==> config.mk <==
export PLATFORM = sky130hd
export DESIGN_NAME = unified_mem_arbiter
export DESIGN_NICKNAME = d
export VERILOG_FILES = /design/src/rtl/mem_arb_pkg.sv /design/src/rtl/sat_counter.sv /design/src/rtl/unified_mem_arbiter.sv
export SDC_FILE = /design/constraint.sdc
export NUM_CORES = 1
export LEC_CHECK = 0
export CAP_MARGIN = 5
export CORE_MARGIN = 2
export CORE_UTILIZATION = 25
export DETAILED_ROUTE_END_ITERATION = 6
export HOLD_SLACK_MARGIN = 0.15
export MAX_ROUTING_LAYER = met4
export PLACE_DENSITY = 0.52
export REMOVE_ABC_BUFFERS = 1
export SLEW_MARGIN = 20
export SYNTH_ARGS = -nofsm -noshare
export SYNTH_HDL_FRONTEND = slang
export SYNTH_SLANG_ARGS = --single-unit
==> constraint.sdc <==
create_clock -name Clk -period 5.7 [get_ports Clk]
set_input_delay 1.71 -clock Clk [delete_from_list [all_inputs] [get_ports Clk]]
set_output_delay 1.71 -clock Clk [all_outputs]
set_load 0.005 [all_outputs]
==> src/rtl/mem_arb_pkg.sv <==
// Shared definitions for the unified memory arbiter: FSM encoding, parameter
// defaults and the value returned to a data read that was aborted.
package mem_arb_pkg;

  typedef enum logic [2:0] {
    ST_IDLE    = 3'd0,
    ST_BUSY_IF = 3'd1,
    ST_BUSY_DM = 3'd2,
    ST_RESP_IF = 3'd3,
    ST_RESP_DM = 3'd4
  } arb_state_e;

  localparam int MAX_STARVE_DEF = 4;
  localparam int TIMEOUT_DEF    = 16;

  localparam logic [31:0] ABORT_RDATA = 32'h0000_0000;

endpackage

==> src/rtl/sat_counter.sv <==
// Saturating up-counter with synchronous clear; flags when it sits at LIMIT.
module sat_counter #(
  parameter int WIDTH = 4,
  parameter int LIMIT = 15
) (
  input  logic clk,
  input  logic rst_n,
  input  logic clr,
  input  logic inc,
  output logic at_limit
);

  logic [WIDTH-1:0] cnt_q;
  logic [WIDTH-1:0] cnt_d;

  assign at_limit = (cnt_q == WIDTH'(LIMIT));

  // Clear wins over increment so a grant/leave in the same cycle restarts at 0.
  always_comb begin
    cnt_d = cnt_q;
    if (clr) begin
      cnt_d = '0;
    end else if (inc && !at_limit) begin
      cnt_d = cnt_q + WIDTH'(1);
    end
  end

  always_ff @(posedge clk) begin
    if (!rst_n) begin
      cnt_q <= '0;
    end else begin
      cnt_q <= cnt_d;
    end
  end

endmodule

==> src/rtl/unified_mem_arbiter.sv <==
// Arbitrates a single-ported memory between instruction fetch and data access.
// DM has fixed priority; IF is guaranteed a grant after MAX_STARVE losses.
module unified_mem_arbiter
  import mem_arb_pkg::*;
#(
  parameter int AW         = 32,
  parameter int DW         = 32,
  parameter int MAX_STARVE = MAX_STARVE_DEF,
  parameter int TIMEOUT    = TIMEOUT_DEF
) (
  input  logic          Clk,
  input  logic          Rst,
  input  logic          if_req,
  input  logic [AW-1:0] if_addr,
  output logic [DW-1:0] if_rdata,
  output logic          if_ready,
  input  logic          dm_req,
  input  logic          dm_we,
  input  logic [AW-1:0] dm_addr,
  input  logic [DW-1:0] dm_wdata,
  output logic [DW-1:0] dm_rdata,
  output logic          dm_ready,
  output logic          mem_req,
  output logic          mem_we,
  output logic [AW-1:0] mem_addr,
  output logic [DW-1:0] mem_wdata,
  input  logic [DW-1:0] mem_rdata,
  input  logic          mem_ack,
  output logic          if_stall,
  output logic          dm_stall,
  output logic          timeout_err
);

  localparam int SW = $clog2(MAX_STARVE + 1);
  localparam int TW = $clog2(TIMEOUT);

  arb_state_e    state_q, state_d;
  logic          mem_req_q, mem_req_d;
  logic          mem_we_q, mem_we_d;
  logic [AW-1:0] mem_addr_q, mem_addr_d;
  logic [DW-1:0] mem_wdata_q, mem_wdata_d;
  logic [DW-1:0] if_rdata_q, if_rdata_d;
  logic [DW-1:0] dm_rdata_q, dm_rdata_d;
  logic          if_ready_q, if_ready_d;
  logic          dm_ready_q, dm_ready_d;
  logic          timeout_err_q, timeout_err_d;

  logic          starve_inc, starve_clr, starve_at_limit;
  logic          tcnt_inc, tcnt_clr, tcnt_at_limit;

  sat_counter #(
    .WIDTH (SW),
    .LIMIT (MAX_STARVE)
  ) u_starve_cnt (
    .clk      (Clk),
    .rst_n    (Rst),
    .clr      (starve_clr),
    .inc      (starve_inc),
    .at_limit (starve_at_limit)
  );

  sat_counter #(
    .WIDTH (TW),
    .LIMIT (TIMEOUT - 1)
  ) u_tcnt (
    .clk      (Clk),
    .rst_n    (Rst),
    .clr      (tcnt_clr),
    .inc      (tcnt_inc),
    .at_limit (tcnt_at_limit)
  );

  always_comb begin
    state_d       = state_q;
    mem_req_d     = mem_req_q;
    mem_we_d      = mem_we_q;
    mem_addr_d    = mem_addr_q;
    mem_wdata_d   = mem_wdata_q;
    if_rdata_d    = if_rdata_q;
    dm_rdata_d    = dm_rdata_q;
    if_ready_d    = 1'b0;
    dm_ready_d    = 1'b0;
    timeout_err_d = timeout_err_q;
    starve_inc    = 1'b0;
    starve_clr    = 1'b0;
    tcnt_inc      = 1'b0;
    tcnt_clr      = 1'b0;

    case (state_q)
      ST_IDLE: begin
        // DM wins unless IF has already lost MAX_STARVE times in a row.
        if (dm_req && !(if_req && starve_at_limit)) begin
          state_d     = ST_BUSY_DM;
          mem_req_d   = 1'b1;
          mem_we_d    = dm_we;
          mem_addr_d  = dm_addr;
          mem_wdata_d = dm_wdata;
          starve_inc  = if_req;
        end else if (if_req) begin
          state_d    = ST_BUSY_IF;
          mem_req_d  = 1'b1;
          mem_we_d   = 1'b0;
          mem_addr_d = if_addr;
          starve_clr = 1'b1;
        end
      end

      ST_BUSY_IF: begin
        if (mem_ack) begin
          state_d    = ST_RESP_IF;
          mem_req_d  = 1'b0;
          if_rdata_d = mem_rdata;
          if_ready_d = 1'b1;
          tcnt_clr   = 1'b1;
        end else if (tcnt_at_limit) begin
          state_d       = ST_RESP_IF;
          mem_req_d     = 1'b0;
          timeout_err_d = 1'b1;
          if_ready_d    = 1'b1;
          tcnt_clr      = 1'b1;
        end else begin
          tcnt_inc = 1'b1;
        end
      end

      ST_BUSY_DM: begin
        if (mem_ack) begin
          state_d    = ST_RESP_DM;
          mem_req_d  = 1'b0;
          dm_ready_d = 1'b1;
          tcnt_clr   = 1'b1;
          if (!mem_we_q) begin
            dm_rdata_d = mem_rdata;
          end
        end else if (tcnt_at_limit) begin
          state_d       = ST_RESP_DM;
          mem_req_d     = 1'b0;
          timeout_err_d = 1'b1;
          dm_ready_d    = 1'b1;
          tcnt_clr      = 1'b1;
          if (!mem_we_q) begin
            dm_rdata_d = DW'(ABORT_RDATA);
          end
        end else begin
          tcnt_inc = 1'b1;
        end
      end

      ST_RESP_IF, ST_RESP_DM: begin
        state_d = ST_IDLE;
      end

      default: begin
        state_d   = ST_IDLE;
        mem_req_d = 1'b0;
      end
    endcase
  end

  always_ff @(posedge Clk) begin
    if (!Rst) begin
      state_q       <= ST_IDLE;
      mem_req_q     <= 1'b0;
      mem_we_q      <= 1'b0;
      mem_addr_q    <= '0;
      mem_wdata_q   <= '0;
      if_rdata_q    <= '0;
      dm_rdata_q    <= '0;
      if_ready_q    <= 1'b0;
      dm_ready_q    <= 1'b0;
      timeout_err_q <= 1'b0;
    end else begin
      state_q       <= state_d;
      mem_req_q     <= mem_req_d;
      mem_we_q      <= mem_we_d;
      mem_addr_q    <= mem_addr_d;
      mem_wdata_q   <= mem_wdata_d;
      if_rdata_q    <= if_rdata_d;
      dm_rdata_q    <= dm_rdata_d;
      if_ready_q    <= if_ready_d;
      dm_ready_q    <= dm_ready_d;
      timeout_err_q <= timeout_err_d;
    end
  end

  assign mem_req     = mem_req_q;
  assign mem_we      = mem_we_q;
  assign mem_addr    = mem_addr_q;
  assign mem_wdata   = mem_wdata_q;
  assign if_rdata    = if_rdata_q;
  assign dm_rdata    = dm_rdata_q;
  assign if_ready    = if_ready_q;
  assign dm_ready    = dm_ready_q;
  assign timeout_err = timeout_err_q;
  assign if_stall    = if_req & ~if_ready_q;
  assign dm_stall    = dm_req & ~dm_ready_q;

endmodule

==> out/qor.txt, run 1 <==
Leak pwr: 3.658 nW
Vias in the first global route: 5,860
Crit. End Element: output port
CTS Hold Bufs: 0
Max-cap violations: 0
Share of cells above drive strength 1: 5.839%
# port buffers: 268
Final wirelength: 21.52 mm
Detail Placement HPWL: 13.83 mm
Hold Crit Class: reg -> reg
Router iterations before antenna repair: 4
Die width: 162.3 µm
CP max-delay cell: clkdlybuf4s50_1
Critical Path Max Stage Delay: 0.66 ns
Max Root-Sink Buffers: 2
CTS buffer count: 17
Placeable Area: 24,460 µm²
Slew headroom: 30.41%
Clock sink count: 143
Worst hold slack: 0.4544 ns
Die area: 26,330 µm²
WL/cell: 16.97 µm
Iteration-0 DRC Markers: 310
CP required: 3.99 ns
Io pins: 269
GPL Wtd Cong: 0.7389
RSZ-0062 raised after global routing: no
CTS tree: built
Post-synth EDFFs: 0
Status: completed
Cell family with most CP delay: buffers and inverters
Design Area, Final: 9723 µm²
Final antenna-violating net count: 0
Via/cell ratio: 4.670
F_max: 209.8 MHz
Kind of critical path: in -> out
Ys async rst share: 0%
CP cell instances: clkdlybuf4s50_1 -> nor2b_1 -> clkdlybuf4s50_1
CP max FO: 6
Final min period: 4.767 ns
Area grow syn2layout: 55.26%
Register Area: 2863 µm²
Die Height: 162.3 µm
Worst-path clk slew: 0.06 ns
Placed cell areas: 9165 µm²
Max-slew violations: 0
Final setup violating endpoints: 0
Pin count of the biggest net entering global routing: 104
H-tree depth: 4
Post-CTS Setup Repair Bufs: 0
YS warnings: 0
Critical Path AT: 3.06 ns
Starting Density: 25.60%
Yosys reg bits: 143
Max VDD drop: 0.0001596 V
Critical Path Start Type: input port
Multi-input gate area: 3115 µm²
Final core utilization: 39.75%
Fill cell count: 2,508
Antenna violations before repair: 1
Seq/Total Area, Yosys: 45.71%
Period utilization: 83.64%
Critical path's most frequent cell: clkdlybuf4s50_1
Final Hold Viols: 0
Worst path bufs/invs: 2
Synthesized area: 6262 µm²
Global-route wire length before repair: 33.11 mm
Via count: 5,922
Worst-skew pair later-pin latency: 0.42 ns
Post-CTS Resized: 0
Final #Nets: 1,067
GR Util All Layers: 16.54%
TNS Setup: 0 ns
FP Rows: 57
Avg Inst Size Synth: 8.883 µm²
GRT overflow: 0
Pwr dens: 278.7 nW/µm²
Remaining DRCs: 0
Cells after Synth: 705
Synth Flop Type: dfxtp_1
Slew @ Worst Pin: 1.044 ns
Synth unique cells: 41
Setup Skew: 0.01483 ns
Root buffer cell: clkbuf_16
-- cell families after synthesis --
| family | share of synthesized area (%) |
|---|---|
| DFF | 45.71 |
| muxes | 5.295 |
| AOI/OAI and AO/OA | 25.06 |
| buffers and inverters | 5.415 |
| xor gates and xnor gates | 0.1399 |
| and+or+nand+nor | 17.78 |
| adders and majority gates | 0.5995 |
-- sequential cells by signal, summed over array words and instances, names as in the netlist --
register	cells
dm_ready	1
if_rdata	32
state_q	3
u_starve_cnt.cnt_q	3
timeout_err	1
u_tcnt.cnt_q	4
dm_rdata	32
mem_addr	32
mem_wdata	32
mem_we	1
mem_req	1
if_ready	1
-- tightest hold or removal path: cells and delay by family (launching register included) --
| kind | cells | cell delay, ns |
|---|---|---|
| DFF | 1 | 0.32 |
| AOI/OAI and AO/OA | 1 | 0.05 |
| and+or+nand+nor | 1 | 0.05 |
-- metal layers --
| metal | global-route usage, % | wire [µm] | vias to the layer above |
|---|---|---|---|
| met3 | 5.746 | 1717 | 9 |
| met5 | - | 0 | - |
| li1 | - | - | 2950 |
| met4 | 3.379 | 148 | 0 |
| met1 | 22.28 | 10430 | 2748 |
| met2 | 24.00 | 9229 | 215 |
-- where the power goes --
part / internal (mW) / leakage (nW) / total [mW] / switching [mW]
Clock: 0.600 / 0.262 / 1.06 / 0.460
Combinational: 0.308 / 2.23 / 0.536 / 0.227
Sequential: 1.07 / 1.17 / 1.11 / 0.0420
-- synth_stat cells, types with 4 or more instances --
cell type  instances  area [µm²]
o21bai_1          32       240.2
and3_1            33       206.5
a21boi_0          88       660.6
nor2_1             5       18.77
buf_6              6       67.56
mux2i_1           32       320.3
nand2_1          139       521.8
buf_2              4       20.02
clkbuf_1          64       240.2
o21ai_0           36       180.2
a21boi_1          10       75.07
dfxtp_1          143        2863
nand3_1           35       175.2
o311a_1           32       320.3
-- metrics by stage --
stage | std cells | power (mW) | worst slack [ns]
floorplan | 631 | 1.332 | 1.326
global placement | 1235 | 1.679 | 0.9710
detailed placement | 1235 | 1.679 | 0.9530
CTS | 1266 | 2.758 | 0.9517
global route | 1267 | 2.845 | 0.8768
finish | 1268 | 2.710 | 0.9326
-- area by class of cell --
cell class | count | area share (%)
Tap cell | 324 | 4.169
Clock inverter | 13 | 1.197
Antenna cell | 2 | 0.05147
Inverter | 3 | 0.1158
Sequential cell | 143 | 29.44
Multi-Input combinational cell | 485 | 32.04
Timing Repair Buffer | 280 | 28.57
Clock buffer | 18 | 4.414
-- cells in the final DEF (no fill, tap or decap), types with 3 or more instances in the layout --
master / n
o21ai_0: 36
a21boi_1: 10
o22ai_1: 3
o21bai_1: 32
clkbuf_16: 17
clkinvlp_4: 3
nand2b_1: 3
buf_4: 12
nor2_1: 4
nand3_1: 34
a21boi_0: 88
and3_1: 33
inv_1: 3
clkinv_2: 4
ha_1: 3
clkinv_4: 3
dfxtp_1: 143
o41ai_1: 3
o311a_1: 32
mux2i_1: 32
clkdlybuf4s50_1: 266
nand2_1: 139
nand4_1: 3
-- path summary, 6_finish.rpt --
| path | from | end | slack, ns | cells past startpoint |
|---|---|---|---|---|
| setup / recovery | if_req | if_stall | 0.93 | 3 |
| hold / removal | timeout_err | timeout_err | 0.45 | 2 |
| setup reg to reg | state_q[2] | mem_addr[26] | 3.36 | 5 |
| hold reg to reg | timeout_err | timeout_err | 0.45 | 2 |
No activity file was read; power rests on OpenSTA's default activity.
==> run 2, diff against run 1 <==
==> constraint.sdc (replaced) <==
create_clock -name Clk -period 4.45 [get_ports Clk]
set_input_delay 1.335 -clock Clk [delete_from_list [all_inputs] [get_ports Clk]]
set_output_delay 1.335 -clock Clk [all_outputs]
set_load 0.005 [all_outputs]
==> out/qor.txt, run 2 (synthesis results as in run 1) <==
Status: completed
Placed cell areas: 9173 µm²
Critical path's most frequent cell: clkdlybuf4s50_1
Hold Crit Class: reg -> reg
Clock sink count: 143
Max Root-Sink Buffers: 2
Antenna violations before repair: 0
Crit Reg-Reg Endpoint: mem_wdata[11]
Io pins: 269
Leak pwr: 3.705 nW
Total power draw: 3.676 mW
CTS buffer count: 17
Area grow syn2layout: 56.64%
Die area: 26,330 µm²
Register Area: 2863 µm²
Final wirelength: 21.19 mm
Via/cell ratio: 4.700
Worst Hold Path EP: mem_req
CTS Hold Bufs: 0
WL/cell: 16.71 µm
Final Hold Viols: 0
Final antenna-violating net count: 0
Period utilization: 89.95%
Root buffer cell: clkbuf_16
Place WS: 0.4692 ns
Final setup violating endpoints: 0
H-tree depth: 4
Vias in the first global route: 5,797
Worst Hold Path Cells: 2
Crit. End Element: output port
Slew @ Worst Pin: 1.029 ns
Worst path bufs/invs: 2
Die Height: 162.3 µm
Iteration-0 DRC Markers: 380
Final min period: 4.003 ns
Worst r2r src: state_q[2]
Pwr dens: 374.7 nW/µm²
TNS Setup: 0 ns
F_max: 249.8 MHz
Cell family with most CP delay: buffers and inverters
CTS tree: built
Post-CTS Resized: 0
Cells on worst reg2reg path: 4
Die width: 162.3 µm
Hold path startpoint: mem_req
Share of cells above drive strength 1: 6.038%
Worst-path clk slew: 0.06 ns
Detail Placement HPWL: 14.00 mm
RSZ-0062 raised after global routing: no
GRT overflow: 0
Setup Skew: 0.01206 ns
Router iterations before antenna repair: 5
CP max FO: 6
Critical Path AT: 2.67 ns
Kind of critical path: in -> out
Slew headroom: 31.38%
Worst-skew pair later-pin latency: 0.42 ns
Fill cell count: 2,510
Pin count of the biggest net entering global routing: 70
Multi-input gate area: 3108 µm²
Max VDD drop: 0.0002210 V
Max-cap violations: 0
Flop2flop setup slack: 1.87 ns
Final #Nets: 1,068
Post-CTS Setup Repair Bufs: 0
Global-route wire length before repair: 32.86 mm
Final non-filler cell total: 1,268
GR Util All Layers: 16.33%
Via count: 5,960
Total placed cells including tap cells: 1,236
FP Rows: 57
Post-layout worst setup margin: 0.4471 ns
CP cell instances: clkdlybuf4s50_1 -> nor2b_1 -> clkdlybuf4s50_1
Max-slew violations: 0
# port buffers: 268
ANT cells: 0
Most common cell after layout, fill and taps aside: clkdlybuf4s50_1
Critical Path Max Stage Delay: 0.64 ns
Starting Density: 25.60%
GPL Wtd Cong: 0.7359
CP required: 3.12 ns
Placeable Area: 24,460 µm²
Design Area, Final: 9809 µm²
Most frequent cells in the layout: clkdlybuf4s50_1, dfxtp_1, nand2_1
Remaining DRCs: 0
CP max-delay cell: clkdlybuf4s50_1
Critical Path Start Type: input port
run 2: through the flow:
step           util (%)  hold WS [ns]
2_1_floorplan         -        0.4402
3_3_place_gp      37.50        0.4427
3_5_place_dp      37.50        0.4477
4_1_cts           40.10        0.4564
5_1_grt           40.10        0.4715
6_report          40.10        0.4519
run 2: report_power, final:
part           switching, mW  internal [mW]
registers             0.0534           1.37
clock network          0.615          0.952
logic                  0.286          0.395
run 2: cell type report:
type / instances / area share (%)
Clock buffer: 18 / 4.375
Clock inverter: 14 / 2.117
Inverter: 3 / 0.1148
Multi-Input combinational cell: 485 / 31.68
Sequential cell: 143 / 29.18
Tap cell: 324 / 4.133
Timing Repair Buffer: 281 / 28.39
run 2: how the worst max path moves through the flow:
stage / slack [ns] / end / depth (start not counted) / start
after CTS: 0.45 / if_stall / 3 / if_req
after global placement: 0.45 / if_stall / 3 / if_req
final: 0.45 / if_stall / 3 / if_req
after detailed placement: 0.47 / if_stall / 3 / if_req
after floorplan: 0.45 / if_rdata[0] / 3 / mem_ack
after global routing: 0.37 / if_stall / 3 / if_req
run 2: per-layer routing:
metal	vias up	track usage, %	share of wire [%]	wire [µm]
met5	-	-	0	0
met3	14	5.107	8.2	1747
met2	207	24.20	43	9102
li1	2956	-	-	-
met1	2783	21.69	48	10160
met4	0	3.982	0.84	178
run 2: tightest hold or removal path, stage by stage (launching register included):
cell and delay (ns):
dfxtp_1 0.31, nand2_1 0.05, a21oi_1 0.05
